**src/rtl/uart_rx.sv**
```systemverilog
`default_nettype none
// ============================================================================
// Module  : uart_rx
// Purpose : Oversampled UART receiver with 2-of-3 majority bit voting and a
//           single-entry valid/ready holding register carrying error flags.
// Revision: 1.0 - initial release
// ============================================================================
module uart_rx #(
    parameter int OVS      = 16,
    parameter int DATA_MAX = 8
) (
    input  logic                clk,
    input  logic                rst,
    input  logic                pls_rx,
    input  logic                uart_rxd,
    input  logic                parity_en,
    input  logic                parity_even,
    input  logic [3:0]          data_len,
    input  logic [1:0]          stop_len,
    output logic [DATA_MAX-1:0] rx_data,
    output logic                rx_valid,
    input  logic                rx_ready,
    output logic                parity_err,
    output logic                frame_err,
    output logic                overrun,
    output logic                rx_busy
);
    localparam int c_TW = $clog2(OVS);
    localparam int c_IW = $clog2(DATA_MAX);
    localparam logic [c_TW-1:0] c_TICK_S0  = c_TW'(OVS / 2 - 1);
    localparam logic [c_TW-1:0] c_TICK_S1  = c_TW'(OVS / 2);
    localparam logic [c_TW-1:0] c_TICK_DEC = c_TW'(OVS / 2 + 1);
    localparam logic [c_TW-1:0] c_TICK_END = c_TW'(OVS - 1);

    typedef enum logic [2:0] {
        S_IDLE   = 3'd0,
        S_START  = 3'd1,
        S_DATA   = 3'd2,
        S_PARITY = 3'd3,
        S_STOP   = 3'd4
    } state_t;

    state_t              state_q, state_d;
    logic [c_TW-1:0]     tick_q, tick_d;
    logic [3:0]          bit_q, bit_d;
    logic [1:0]          samp_q, samp_d;
    logic [DATA_MAX-1:0] data_q, data_d;
    logic [3:0]          len_q, len_d;
    logic                stop2_q, stop2_d;
    logic                par_en_q, par_en_d;
    logic                par_even_q, par_even_d;
    logic                perr_q, perr_d;
    logic                ferr_q, ferr_d;
    logic                armed_q, armed_d;
    logic                rxd_meta_q, rxd_meta_d;
    logic                rxd_sync_q, rxd_sync_d;
    logic [DATA_MAX-1:0] rx_data_q, rx_data_d;
    logic                rx_valid_q, rx_valid_d;
    logic                parity_err_q, parity_err_d;
    logic                frame_err_q, frame_err_d;
    logic                overrun_q, overrun_d;
    logic                rx_busy_q, rx_busy_d;

    logic w_maj, w_dec, w_end, w_done, w_ferr_next;

    assign w_maj = (samp_q[0] & samp_q[1]) | (samp_q[0] & rxd_sync_q) | (samp_q[1] & rxd_sync_q);
    assign w_dec = pls_rx && (tick_q == c_TICK_DEC);
    assign w_end = pls_rx && (tick_q == c_TICK_END);
    assign w_ferr_next = ferr_q | ~w_maj;

    always_comb begin
        state_d      = state_q;
        tick_d       = tick_q;
        bit_d        = bit_q;
        samp_d       = samp_q;
        data_d       = data_q;
        len_d        = len_q;
        stop2_d      = stop2_q;
        par_en_d     = par_en_q;
        par_even_d   = par_even_q;
        perr_d       = perr_q;
        ferr_d       = ferr_q;
        armed_d      = armed_q;
        rxd_meta_d   = uart_rxd;
        rxd_sync_d   = rxd_meta_q;
        rx_data_d    = rx_data_q;
        rx_valid_d   = rx_valid_q;
        parity_err_d = parity_err_q;
        frame_err_d  = frame_err_q;
        overrun_d    = 1'b0;
        w_done       = 1'b0;

        if (pls_rx && state_q != S_IDLE) begin
            tick_d = (tick_q == c_TICK_END) ? '0 : tick_q + 1'b1;
            if (tick_q == c_TICK_S0) samp_d[0] = rxd_sync_q;
            if (tick_q == c_TICK_S1) samp_d[1] = rxd_sync_q;
        end

        unique case (state_q)
            S_IDLE: begin
                // Re-arm only after a high level, so a held break yields one word.
                if (rxd_sync_q) armed_d = 1'b1;
                if (pls_rx && armed_q && !rxd_sync_q) begin
                    state_d    = S_START;
                    tick_d     = '0;
                    bit_d      = 4'd0;
                    data_d     = '0;
                    perr_d     = 1'b0;
                    ferr_d     = 1'b0;
                    armed_d    = 1'b0;
                    len_d      = (data_len >= 4'd5 && data_len <= 4'd8) ? data_len : 4'd8;
                    stop2_d    = (stop_len == 2'd2);
                    par_en_d   = parity_en;
                    par_even_d = parity_even;
                end
            end
            S_START: begin
                if (w_dec && w_maj) begin
                    state_d = S_IDLE;
                end else if (w_end) begin
                    state_d = S_DATA;
                    bit_d   = 4'd0;
                end
            end
            S_DATA: begin
                if (w_dec) data_d[bit_q[c_IW-1:0]] = w_maj;
                if (w_end) begin
                    if (bit_q == len_q - 4'd1) begin
                        bit_d   = 4'd0;
                        state_d = par_en_q ? S_PARITY : S_STOP;
                    end else begin
                        bit_d = bit_q + 4'd1;
                    end
                end
            end
            S_PARITY: begin
                if (w_dec) perr_d = (^data_q) ^ w_maj ^ ~par_even_q;
                if (w_end) state_d = S_STOP;
            end
            S_STOP: begin
                if (w_dec) begin
                    ferr_d = w_ferr_next;
                    if (bit_q == {3'b000, stop2_q}) begin
                        w_done  = 1'b1;
                        state_d = S_IDLE;
                    end
                end else if (w_end) begin
                    bit_d = bit_q + 4'd1;
                end
            end
            default: state_d = S_IDLE;
        endcase

        if (w_done) begin
            if (rx_valid_q && !rx_ready) begin
                overrun_d = 1'b1;
            end else begin
                rx_data_d    = data_q;
                rx_valid_d   = 1'b1;
                parity_err_d = perr_q;
                frame_err_d  = w_ferr_next;
            end
        end else if (rx_valid_q && rx_ready) begin
            rx_valid_d = 1'b0;
        end

        rx_busy_d = (state_d != S_IDLE);
    end

    always_ff @(posedge clk) begin
        if (rst) begin
            state_q      <= S_IDLE;
            tick_q       <= '0;
            bit_q        <= 4'd0;
            samp_q       <= 2'b00;
            data_q       <= '0;
            len_q        <= 4'd0;
            stop2_q      <= 1'b0;
            par_en_q     <= 1'b0;
            par_even_q   <= 1'b0;
            perr_q       <= 1'b0;
            ferr_q       <= 1'b0;
            armed_q      <= 1'b0;
            rxd_meta_q   <= 1'b1;
            rxd_sync_q   <= 1'b1;
            rx_data_q    <= '0;
            rx_valid_q   <= 1'b0;
            parity_err_q <= 1'b0;
            frame_err_q  <= 1'b0;
            overrun_q    <= 1'b0;
            rx_busy_q    <= 1'b0;
        end else begin
            state_q      <= state_d;
            tick_q       <= tick_d;
            bit_q        <= bit_d;
            samp_q       <= samp_d;
            data_q       <= data_d;
            len_q        <= len_d;
            stop2_q      <= stop2_d;
            par_en_q     <= par_en_d;
            par_even_q   <= par_even_d;
            perr_q       <= perr_d;
            ferr_q       <= ferr_d;
            armed_q      <= armed_d;
            rxd_meta_q   <= rxd_meta_d;
            rxd_sync_q   <= rxd_sync_d;
            rx_data_q    <= rx_data_d;
            rx_valid_q   <= rx_valid_d;
            parity_err_q <= parity_err_d;
            frame_err_q  <= frame_err_d;
            overrun_q    <= overrun_d;
            rx_busy_q    <= rx_busy_d;
        end
    end

    assign rx_data    = rx_data_q;
    assign rx_valid   = rx_valid_q;
    assign parity_err = parity_err_q;
    assign frame_err  = frame_err_q;
    assign overrun    = overrun_q;
    assign rx_busy    = rx_busy_q;

endmodule
`default_nettype wire

```
**config.mk**
```make
export PLATFORM = sky130hd
export DESIGN_NAME = uart_rx
export DESIGN_NICKNAME = d
export VERILOG_FILES = /design/src/rtl/uart_rx.sv
export SDC_FILE = /design/constraint.sdc
export NUM_CORES = 1
export LEC_CHECK = 0
export CAP_MARGIN = 25
export CORE_ASPECT_RATIO = 1.1
export CORE_MARGIN = 5
export CORE_UTILIZATION = 35
export CTS_BUF_LIST = sky130_fd_sc_hd__clkbuf_4 sky130_fd_sc_hd__clkbuf_8 sky130_fd_sc_hd__clkbuf_16
export DETAILED_ROUTE_END_ITERATION = 8
export GPL_TIMING_DRIVEN = 0
export SLEW_MARGIN = 20
export SYNTH_ARGS = -nofsm -noshare
export SYNTH_HDL_FRONTEND = slang
export SYNTH_SLANG_ARGS = --single-unit
```
**constraint.sdc**
```tcl
create_clock -name clk -period 3.2 [get_ports clk]
set_clock_uncertainty 0.1 [all_clocks]
set_input_delay 0.64 -clock clk [delete_from_list [all_inputs] [get_ports clk]]
set_output_delay 0.64 -clock clk [all_outputs]
set_load 0.005 [all_outputs]
```
==> impl_results.md, run 1 <==
* Status: complete, no violations
* Sequential fraction of the synthesis area at about two fifths
* Hold wc startpoint: rxd_meta_q$_SDFF_PP1_
* Die area at slightly above 0.008 mm^2
* HP Class: reg -> reg
* Post-synth top area share at about 40%
* Inserted Diodes at 0
* DR DRC count at 0
* Register-to-Register Path Depth at 7
* Wire per inst at ~13 um
* Post-synth EDFFs at 0
* Slew HR at 62.7%
* Total CTS buffers at 5
* Number of global-route vias before repair at between 1,500 and 2,000
* Yosys reg bits at 46
* Maximum VDD drop at approximately 0.18 mV
* Slew Limit Fails at 0
* Mapped Cells at roughly 250
* Post-CTS setup buffer count at 0
* Hold-critical path endpoint: rxd_sync_q$_SDFF_PP1_
* Sinks on Clock Net at 46
* Share of layout cells above drive strength 1 at a little over a tenth
* Library cells used by synthesis at 49
* Hold depth at 1
* Actual slew at the worst max-slew pin at about 0.56 ns
* Clock period minus worst slack at roughly 2.5 ns
* DP Wirelength at around 3600 um
* Synth Cell Area at 0.00229 mm^2
* Initial antenna violation count at 0
* CTS Buffer Depth at 2
* DR vias/cell at between 5 and 6
* Buf/Inv on CP at 3
* I/O pin count at 26
* Critical path depth at 8
* GRT overflow at 0
* Nets at a little over 300
* Clock Latency Late Sink at 0.30 ns
* Max Cap Viol at 0
* Critical path class: in -> reg
* Final GP Congestion at around 0.77
* Die Width at slightly below 90 um
* Synth-to-Final Area Change at 19.1%
* Setup TNS at 0 ns
* CTS-repair resized insts at 0
* Synth Net Count at 272
* Setup violators final at 0
* Crit-path cells: clkdlybuf4s50_1, and4b_1, buf_2, nand4_1, nor2b_1, buf_6, mux2i_1, nor2_1
* DRT Wirelength at 4850 um
* Initial DRC Count at between 100 and 150
* Reg2reg setup slack at slightly above 1 ns
* Final std cell area, no fill at approximately 0.0027 mm^2
* Post-synth ARST share at 0%
* CTS tree: built
* Crit start category: input port
* IO buf count at 24
* Largest net degree at the start of global routing at 15
* H-tree depth at 2
* Final hold vios at 0
* Post-route ant nets at 0
* Synth Warn # at 0
* Initial Util at between 30 and 40%
* Post-synth top cells: dfxtp_1, nor2_1, nand2_1, a21oi_1
* Worst path max stage delay at 0.60 ns
* Pleak at roughly 0.0009 uW
* Overall Global Routing Usage at 13.2%
* DRT Pass-1 Iters at 4
* Die Height at 94.9 um
* # rows at 31
* Primary FF master, synth: dfxtp_1
* Final period util at roughly four fifths
* Required time worst endpoint at approximately 3.3 ns
* Most common cell in the netlist: dfxtp_1
* Endpoint class of the critical path: flop
* RSZ-0062 raised after global routing: no
* Core area at about 0.0065 mm^2
* Via count at about 1,900
* Yosys top cell by area: dfxtp_1
* Critical path's top delay family: buffers and inverters
* Worst EP arrival at 2.58 ns
* Root Buffer: clkbuf_8
* Syn_area_per_cell at 9.03 um^2
* Power Density at 380 mW/mm^2
* F_max at about 0.4 GHz
* Crit Path Max Fanout at 10
* Crit-path slowest cell: clkdlybuf4s50_1
* Reg2reg start: state_q[2]$_SDFF_PP0_
* Cell Area, Placed at 0.00264 mm^2
* # hold bufs at CTS at 0
* Synth area leaders: dfxtp_1, mux2i_1, xnor2_1, nor2_1, a21oi_1
* Clock-pin slew on the worst setup and hold paths at around 0.090 ns
* Global-route wire length before repair at around 8700 um
* R2r endpoint: rx_data[2]$_SDFFE_PP0P_
[layout by cell type (no fill, tap or decap), types with 3 or more instances in the layout]
cell type	n
dfxtp_1	46
nor2_1	26
clkdlybuf4s50_1	24
nand2_1	22
a21oi_1	19
xnor2_1	13
mux2i_1	13
nand3_1	11
inv_1	9
clkbuf_1	7
clkbuf_8	6
buf_2	5
nor3_1	5
o21ai_0	5
ha_1	5
nand4_1	4
xor2_1	4
or3_1	4
nor2b_1	4
a311oi_1	4
mux2_2	4
nand2b_1	3
nor3b_1	3
nand3b_1	3
[sequential cells by signal, summed over array words and instances (netlist names)]
signal,flops
armed_q,1
bit_q,4
data_q,8
ferr_q,1
frame_err,1
len_q,4
overrun,1
par_en_q,1
par_even_q,1
parity_err,1
perr_q,1
rx_busy,1
rx_data,8
rx_valid,1
rxd_meta_q,1
rxd_sync_q,1
samp_q,2
state_q,3
stop2_q,1
tick_q,4
[area by class of cell]
class | count | area [um^2]
flip-flops and latches | 46 | 921
repair buffers | 24 | 240
plain buffers | 15 | 81.3
clock buffers | 6 | 82.6
clock inverters | 2 | 12.5
fillers | 664 | 3750
multi-input cells | 184 | 1260
well taps | 82 | 103
inverters | 9 | 33.8
[cells by family after synthesis]
logic type / Yosys count / share of synthesized area [%]
simple gates: 100 / 23.2
compound gates: 41 / 12.3
xor+xnor: 18 / 7.53
fa+ha+maj: 6 / 3.16
buf+inv: 24 / 5.02
flops: 46 / 40.2
mux: 19 / 8.62
[power by group]
group / switching [uW] / leakage [uW] / internal (uW)
registers: 4.65 / 0.000372 / 579
clock network: 202 / 0.0000472 / 174
logic: 42.2 / 0.000484 / 36.1
[how the worst max path moves through the flow]
stage / startpoint / to / slack (ns)
2_1_floorplan: pls_rx / data_q[4]$_SDFFE_PP0P_ / 1.28
3_3_place_gp: pls_rx / rx_data[1]$_SDFFE_PP0P_ / 0.32
3_5_place_dp: pls_rx / rx_data[1]$_SDFFE_PP0P_ / 0.36
4_1_cts: pls_rx / rx_data[2]$_SDFFE_PP0P_ / 0.68
5_1_grt: pls_rx / rx_data[2]$_SDFFE_PP0P_ / 0.49
6_report: pls_rx / rx_data[2]$_SDFFE_PP0P_ / 0.68
[metal layers]
layer / GRT usage (%) / share of wire, % / up-vias
met4: 5.12 / 1.7 / 0
met2: 22.4 / 49 / 28
met1: 16.3 / 46 / 875
li1: - / - / 948
met5: 0 / 0 / -
met3: 2.88 / 3.1 / 8
[metrics by stage]
| step | hold WS, ns | setup WS, ns | total power [uW] | utilization (%) | cells |
|---|---|---|---|---|---|
| final | 0.314 | 0.681 | 1040 | 42.2 | 368 |
| after detailed placement | 0.294 | 0.361 | 676 | 40.7 | 360 |
| after global routing | 0.342 | 0.490 | 1080 | 42.2 | 368 |
| after global placement | 0.294 | 0.321 | 675 | 40.7 | 360 |
| after floorplan | 0.289 | 1.28 | 645 | - | 254 |
| after CTS | 0.316 | 0.681 | 1050 | 42.2 | 368 |
No activity file was read; power rests on OpenSTA's default activity.
==> run 2: changes to the inputs <==
==> constraint.sdc (replaced) <==
create_clock -name clk -period 2.16 [get_ports clk]
set_clock_uncertainty 0.1 [all_clocks]
set_input_delay 0.432 -clock clk [delete_from_list [all_inputs] [get_ports clk]]
set_output_delay 0.432 -clock clk [all_outputs]
set_load 0.005 [all_outputs]
==> run 2 against run 1 <==
Effect of this change: non-clock buffer count rose by 4; hold slack worse by 0.00086 ns; via count increased by 0.97%; sequential share of layout area shrank 0.72 points; die area stayed put; largest cell class unchanged.
==> impl_results.md, run 2 (same netlist as run 1, synthesis figures left out) <==
* Endpoint class of the critical path: flop
* DRT Pass-1 Iters at 4
* Cell Area, Placed at 0.00264 mm^2
* HP Class: reg -> reg
* Worst slack, placed at -0.471 ns
* Fin cells at between 300 and 400
* Buf/Inv on CP at 1
* Final std cell area, no fill at between 0.002 and 0.003 mm^2
* Clock Latency Late Sink at 0.31 ns
* Critical path class: reg -> reg
* Clock-pin slew on the worst setup and hold paths at 0.09 ns
* Synth-to-Final Area Change at 22.0%
* GRT overflow at 0
* Final GP Congestion at roughly 0.77
* Crit start category: flop
* DRT Wirelength at ~5100 um
* Clock period minus worst slack at between 2 and 2.5 ns
* Worst path max stage delay at between 0.3 and 0.4 ns
* DP Cell Count at 360
* DP Wirelength at approximately 3600 um
* Critical path's top delay family: simple AND/OR/NAND/NOR gates
* Global-route wire length before repair at 8690 um
* Crit-path slowest cell: dfxtp_1
* Met2 Track Usage GR at between 20% and 30%
* Filler cells at around 650
* Most frequent cells in the layout: dfxtp_1, nor2_1, clkdlybuf4s50_1
* Final hold vios at 0
* Die area at around 0.0083 mm^2
* IO buf count at 24
* Core area at between 0.006 and 0.007 mm^2
* Slew HR at 63.2%
* Actual slew at the worst max-slew pin at between 0.5 and 0.6 ns
* Status: complete, no violations
* Share of layout cells above drive strength 1 at 14.1%
* CTS tree: built
* Initial Util at between 30% and 40%
* PnR Total Power at 1530 uW
* CTS Buffer Depth at 2
* Number of global-route vias before repair at between 1,500 and 2,000
* Crit Path Max Fanout at 4
* DR DRC count at 0
* Largest net degree at the start of global routing at 15
* Required time worst endpoint at 2.26 ns
* Slew Limit Fails at 0
* GR peak layer: met2
* M1 GR Usage at around 16%
* Multi-input logic area at approximately 0.0013 mm^2
* DR vias/cell at a little over 5
* GR Util met3 at about 2.9%
* Max Cap Viol at 0
* Setup violators final at 0
* Die Height at 94.9 um
* Sinks on Clock Net at 46
* I/O pin count at 26
* Post-route ant nets at 0
* Final WS setup at between 0.1 and 0.15 ns
* Die Width at roughly 87 um
* # hold bufs at CTS at 0
* Worst EP arrival at around 2.1 ns
* F_max at around 0.49 GHz
* # rows at 31
* Overall Global Routing Usage at 13.3%
* Initial DRC Count at 110
* Total CTS buffers at 5
* Nets at 307
* H-tree depth at 2
* Wire per inst at 13.7 um
* Root Buffer: clkbuf_8
* Crit-path cells: inv_1, ha_1, xnor2_1, nor3_2, a31o_2, a211oi_1, or3_1
* Initial antenna violation count at 0
* Via count at around 1,900
* Maximum VDD drop at roughly 0.26 mV
* Commonest non-fill, non-tap cell in the layout: dfxtp_1
* Power Density at 548 mW/mm^2
* Final period util at a little over nine tenths
* Inserted Diodes at 0
* Flip-flop and latch area at ~920 um^2
* Pleak at approximately 0.00095 uW
==> run 2: cell types whose count changed in the layout (fill, tap and decap cells not counted), sizes merged <==
cell | previous run | this run
clkdlybuf4s50 | 24 | 23
dlygate4sd2 | 0 | 1
buf | 8 | 12
==> run 2: worst reg2reg max path, stage by stage, from the launching register on <==
cell	delay, ns
dfxtp_1	0.39
inv_1	0.06
ha_1	0.30
xnor2_1	0.14
nor3_2	0.30
a31o_2	0.20
a211oi_1	0.08
or3_1	0.36
==> run 2: timing repair <==
item / CTS / global route
gates cloned: 0 / 1
endpoints found under the setup margin: 18 / 19
resized for setup: 2 / 13
buffers inserted: 1 / 2
hold endpoints to repair: 0 / 0
pin swaps: 0 / 1
==> run 2: routing by layer <==
metal	wire, um	share of wire (%)
met1	2320	46
met2	2540	50
met3	151	3.0
met4	76	1.5
met5	0	0
==> run 2: path summary, 6_finish.rpt <==
| kind | from | end | slack, ns | depth (start not counted) |
|---|---|---|---|---|
| setup / recovery | len_q[0]$_SDFFE_PP0P_ | rx_busy$_SDFF_PP0_ | 0.13 | 7 |
| hold / removal | rxd_meta_q$_SDFF_PP1_ | rxd_sync_q$_SDFF_PP1_ | 0.31 | 1 |
| hold reg to reg | rxd_meta_q$_SDFF_PP1_ | rxd_sync_q$_SDFF_PP1_ | 0.31 | 1 |
| setup reg to reg | len_q[0]$_SDFFE_PP0P_ | rx_busy$_SDFF_PP0_ | 0.13 | 7 |
==> run 2: area by class of cell <==
cell class / count / share of cell area [%]
clock inverters: 2 / 0.447
well taps: 82 / 3.67
multi-input cells: 184 / 45.9
plain buffers: 15 / 3.13
clock buffers: 6 / 2.95
repair buffers: 28 / 9.75
flip-flops and latches: 46 / 33.0
inverters: 9 / 1.21
==> run 2: where the power goes <==
part | switching, uW | internal (uW) | leakage (uW)
clock network | 296 | 257 | 0.0000472
registers | 7.32 | 858 | 0.000373
logic | 62.9 | 52.9 | 0.000526
==> run 2: through the flow <==
stage                     hold slack, ns  TNS (ns)  util (%)
after global routing               0.342  -0.00892      43.2
after CTS                          0.316         0      42.3
after global placement             0.294    -12.09      40.7
after floorplan                    0.289         0         -
final                              0.314         0      43.2
after detailed placement           0.294    -12.01      40.7
==> run 3: changes to the inputs <==
--- a/config.mk
+++ b/config.mk
@@ -5,8 +5,8 @@
 export SDC_FILE = /design/constraint.sdc
 export NUM_CORES = 1
 export LEC_CHECK = 0
+export ABC_AREA = 1
 export CAP_MARGIN = 25
-export CORE_ASPECT_RATIO = 1.1
 export CORE_MARGIN = 5
 export CORE_UTILIZATION = 35
 export CTS_BUF_LIST = sky130_fd_sc_hd__clkbuf_4 sky130_fd_sc_hd__clkbuf_8 sky130_fd_sc_hd__clkbuf_16
==> run 3 against run 2 <==
Effect of this change: routed wire length up 3.3%; maximum frequency up 5.2%; synthesized cell count grew 30%; global-route usage hardly changed; non-clock buffer count decreased by 14; sequential cell count unchanged; first-iteration DRC count is 0.91% lower; hold slack better by 0.0048 ns; critical path depth grew 1; sequential share of layout area increased by 0.42 points; register-to-register slack better by 0.13 ns; setup slack improved by 0.10 ns.
==> impl_results.md, run 3 <==
* Nets at 380
* Overall Global Routing Usage at a little over an eighth
* DP Wirelength at 4040 um
* Compound-cell area share of the yosys netlist at 15.7%
* Global-route wire length before repair at roughly 9000 um
* I/O pin count at 26
* Share of layout cells above drive strength 1 at between 8 and 9%
* DR vias/cell at roughly 4.7
* Final WS setup at between 0.2 and 0.25 ns
* Core area at 0.00642 mm^2
* Worst EP arrival at ~2.0 ns
* Largest net degree at the start of global routing at 16
* Syn_area_per_cell at between 7 and 8 um^2
* DRT Pass-1 Iters at 4
* Actual slew at the worst max-slew pin at around 0.81 ns
* Main combinational cell family by area after synthesis: simple AND/OR/NAND/NOR gates
* RSZ-0062 raised after global routing: no
* Library cells used by synthesis at 30
* Die Width at just over 90 um
* Root Buffer: clkbuf_8
* Post-CTS setup buffer count at 0
* IO buf count at 24
* Wire per inst at between 10 and 15 um
* Initial DRC Count at 109
* Synth Warn # at 0
* Synth Cell Area at roughly 0.0023 mm^2
* CTS Buffer Depth at 2
* Setup violators final at 0
* Post-route ant nets at 0
* Number of global-route vias before repair at approximately 2,000
* Slew HR at between 40% and 50%
* Reg2reg setup slack at roughly 0.26 ns
* DR DRC count at 0
* Worst slack, placed at -0.200 ns
* Most common cell in the netlist: nand2_1
* Yosys reg bits at between 40 and 50
* Clock Latency Late Sink at about 0.30 ns
* Inserted Diodes at 0
* DP Cell Count at roughly 430
* Post-Synth XOR/XNOR Area at about 3.8%
* Commonest non-fill, non-tap cell in the layout: nand2_1
* Crit start category: input port
* # rows at 29
* Hold depth at 1
* Crit-path cells: clkdlybuf4s50_1, nand4_1, inv_1, nand2_2, nor3_4, inv_2, nand2_1, a21oi_1
* Sinks on Clock Net at 46
* DRT Wirelength at 5250 um
* GRT overflow at 0
* Register-to-Register Path Depth at 9
* HP Class: reg -> reg
* Pleak at about 0.0012 uW
* Power Density at roughly 540 mW/mm^2
* Status: complete, no violations
* Mapped Cells at around 330
* Post-synth top area share at 39.6%
* Final hold vios at 0
* Via count at 2,082
* Crit Path Max Fanout at 8
* Synth Net Count at approximately 350
* Initial Util at 36.2%
* Endpoint class of the critical path: flop
* Post-synth ARST share at 0%
* Most frequent cells in the layout: nand2_1, inv_1, dfxtp_1
* Sequential fraction of the synthesis area at about two fifths
* Post-synth top cells: nand2_1, inv_1, dfxtp_1, a21oi_1, nor2_1
* Die area at ~0.0084 mm^2
* Slew Limit Fails at 0
* Fin cells at 440
* Critical path class: in -> reg
* Yosys top cell by area: dfxtp_1
* Initial antenna violation count at 0
* H-tree depth at 2
* Required time worst endpoint at 2.23 ns
* Clock-pin slew on the worst setup and hold paths at ~0.090 ns
* Clock period minus worst slack at 1.93 ns
* Final GP Congestion at 0.855
* F_max at 0.518 GHz
* Worst path max stage delay at roughly 0.47 ns
* Final period util at approximately nine tenths
* Maximum VDD drop at 0.296 mV
* Synth area leaders: dfxtp_1, nand2_1, inv_1, a21oi_1, nor2_1
* Synth-to-Final Area Change at 18.6%
* Post-synth EDFFs at 0
* Die Height at roughly 90 um
* Simple-gate share of the synthesized area at roughly 29%
* Primary FF master, synth: dfxtp_1
* Total CTS buffers at 5
* CTS tree: built
* Multiplexer share of the synthesized area at 0%
* Max Cap Viol at 0
* Post-synthesis adder-cell area fraction at around 2.7%
* Hold Slack at approximately 0.32 ns
* Crit-path slowest cell: clkdlybuf4s50_1
-- run 3: cell count changes after synthesis, moves of 5 or more --
| cell | before | now |
|---|---|---|
| a211oi_1 | 2 | 8 |
| mux2i_1 | 13 | 0 |
| nand2_1 | 22 | 83 |
| xnor2_1 | 13 | 4 |
| inv_2 | 0 | 5 |
| o21ai_0 | 5 | 19 |
| inv_1 | 9 | 48 |
| a21oi_1 | 19 | 29 |
-- run 3: per-stage QoR --
stage / setup TNS [ns] / instance area (um^2) / power, uW / util [%]
after global placement: -2.88 / 2660 / 962 / 41.4
after CTS: 0 / 2750 / 1490 / 42.8
after floorplan: 0 / 2320 / 924 / -
final: 0 / 2760 / 1480 / 42.9
after detailed placement: -2.82 / 2660 / 963 / 41.4
after global routing: 0 / 2760 / 1540 / 42.9
-- run 3: logic make-up (layout without fill, tap and decap cells) --
kind of cell	count (synthesis)	in the layout
xor+xnor	10	10
buf+inv	59	91
compound gates	63	63
fa+ha+maj	5	5
simple gates	148	148
flops	46	46
-- run 3: metal layers --
metal	vias up	part of all wire (%)	GRT usage, %
met3	8	3.3	2.81
met2	25	46	21.3
met5	-	0	0
met1	924	49	18.0
met4	0	1.2	3.77
li1	1125	-	-
-- run 3: worst paths after layout --
kind	start	end
worst max-delay path	pls_rx	rx_data[3]$_SDFFE_PP0P_
worst min-delay path	rxd_meta_q$_SDFF_PP1_	rxd_sync_q$_SDFF_PP1_
worst max register to register	tick_q[1]$_SDFF_PP0_	rx_data[3]$_SDFFE_PP0P_
worst min register to register	rxd_meta_q$_SDFF_PP1_	rxd_sync_q$_SDFF_PP1_
-- run 3: repair_timing --
| action | 4_1_cts | 5_1_grt |
|---|---|---|
| gates resized for setup | 0 | 1 |
| endpoints found under the setup margin | 0 | 4 |
| hold buffers | 0 | 0 |
-- run 3: power by group --
| group | internal [uW] | switching (uW) | total [uW] | leakage [uW] |
|---|---|---|---|---|
| Sequential | 854 | 6.00 | 860 | 0.000372 |
| Clock | 228 | 305 | 533 | 0.0000441 |
| Combinational | 35.0 | 48.3 | 83.3 | 0.000740 |
| Total | 1120 | 359 | 1480 | 0.00116 |
-- run 3: critical path: cells and delay by family --
kind	cells	cell delay, ns
buffers and inverters	3	0.77
AOI/OAI and AO/OA	1	0.05
and+or+nand+nor	4	0.74
-- run 3: layout make-up --
| cell class | count | area (um^2) |
|---|---|---|
| buffer | 5 | 21.3 |
| clock buffer | 5 | 68.8 |
| clock inverter | 3 | 21.3 |
| fill | 666 | 3670 |
| inverter | 54 | 203 |
| multi-input combinational | 226 | 1180 |
| sequential | 46 | 921 |
| tap | 77 | 96.3 |
| timing repair buffer | 24 | 240 |
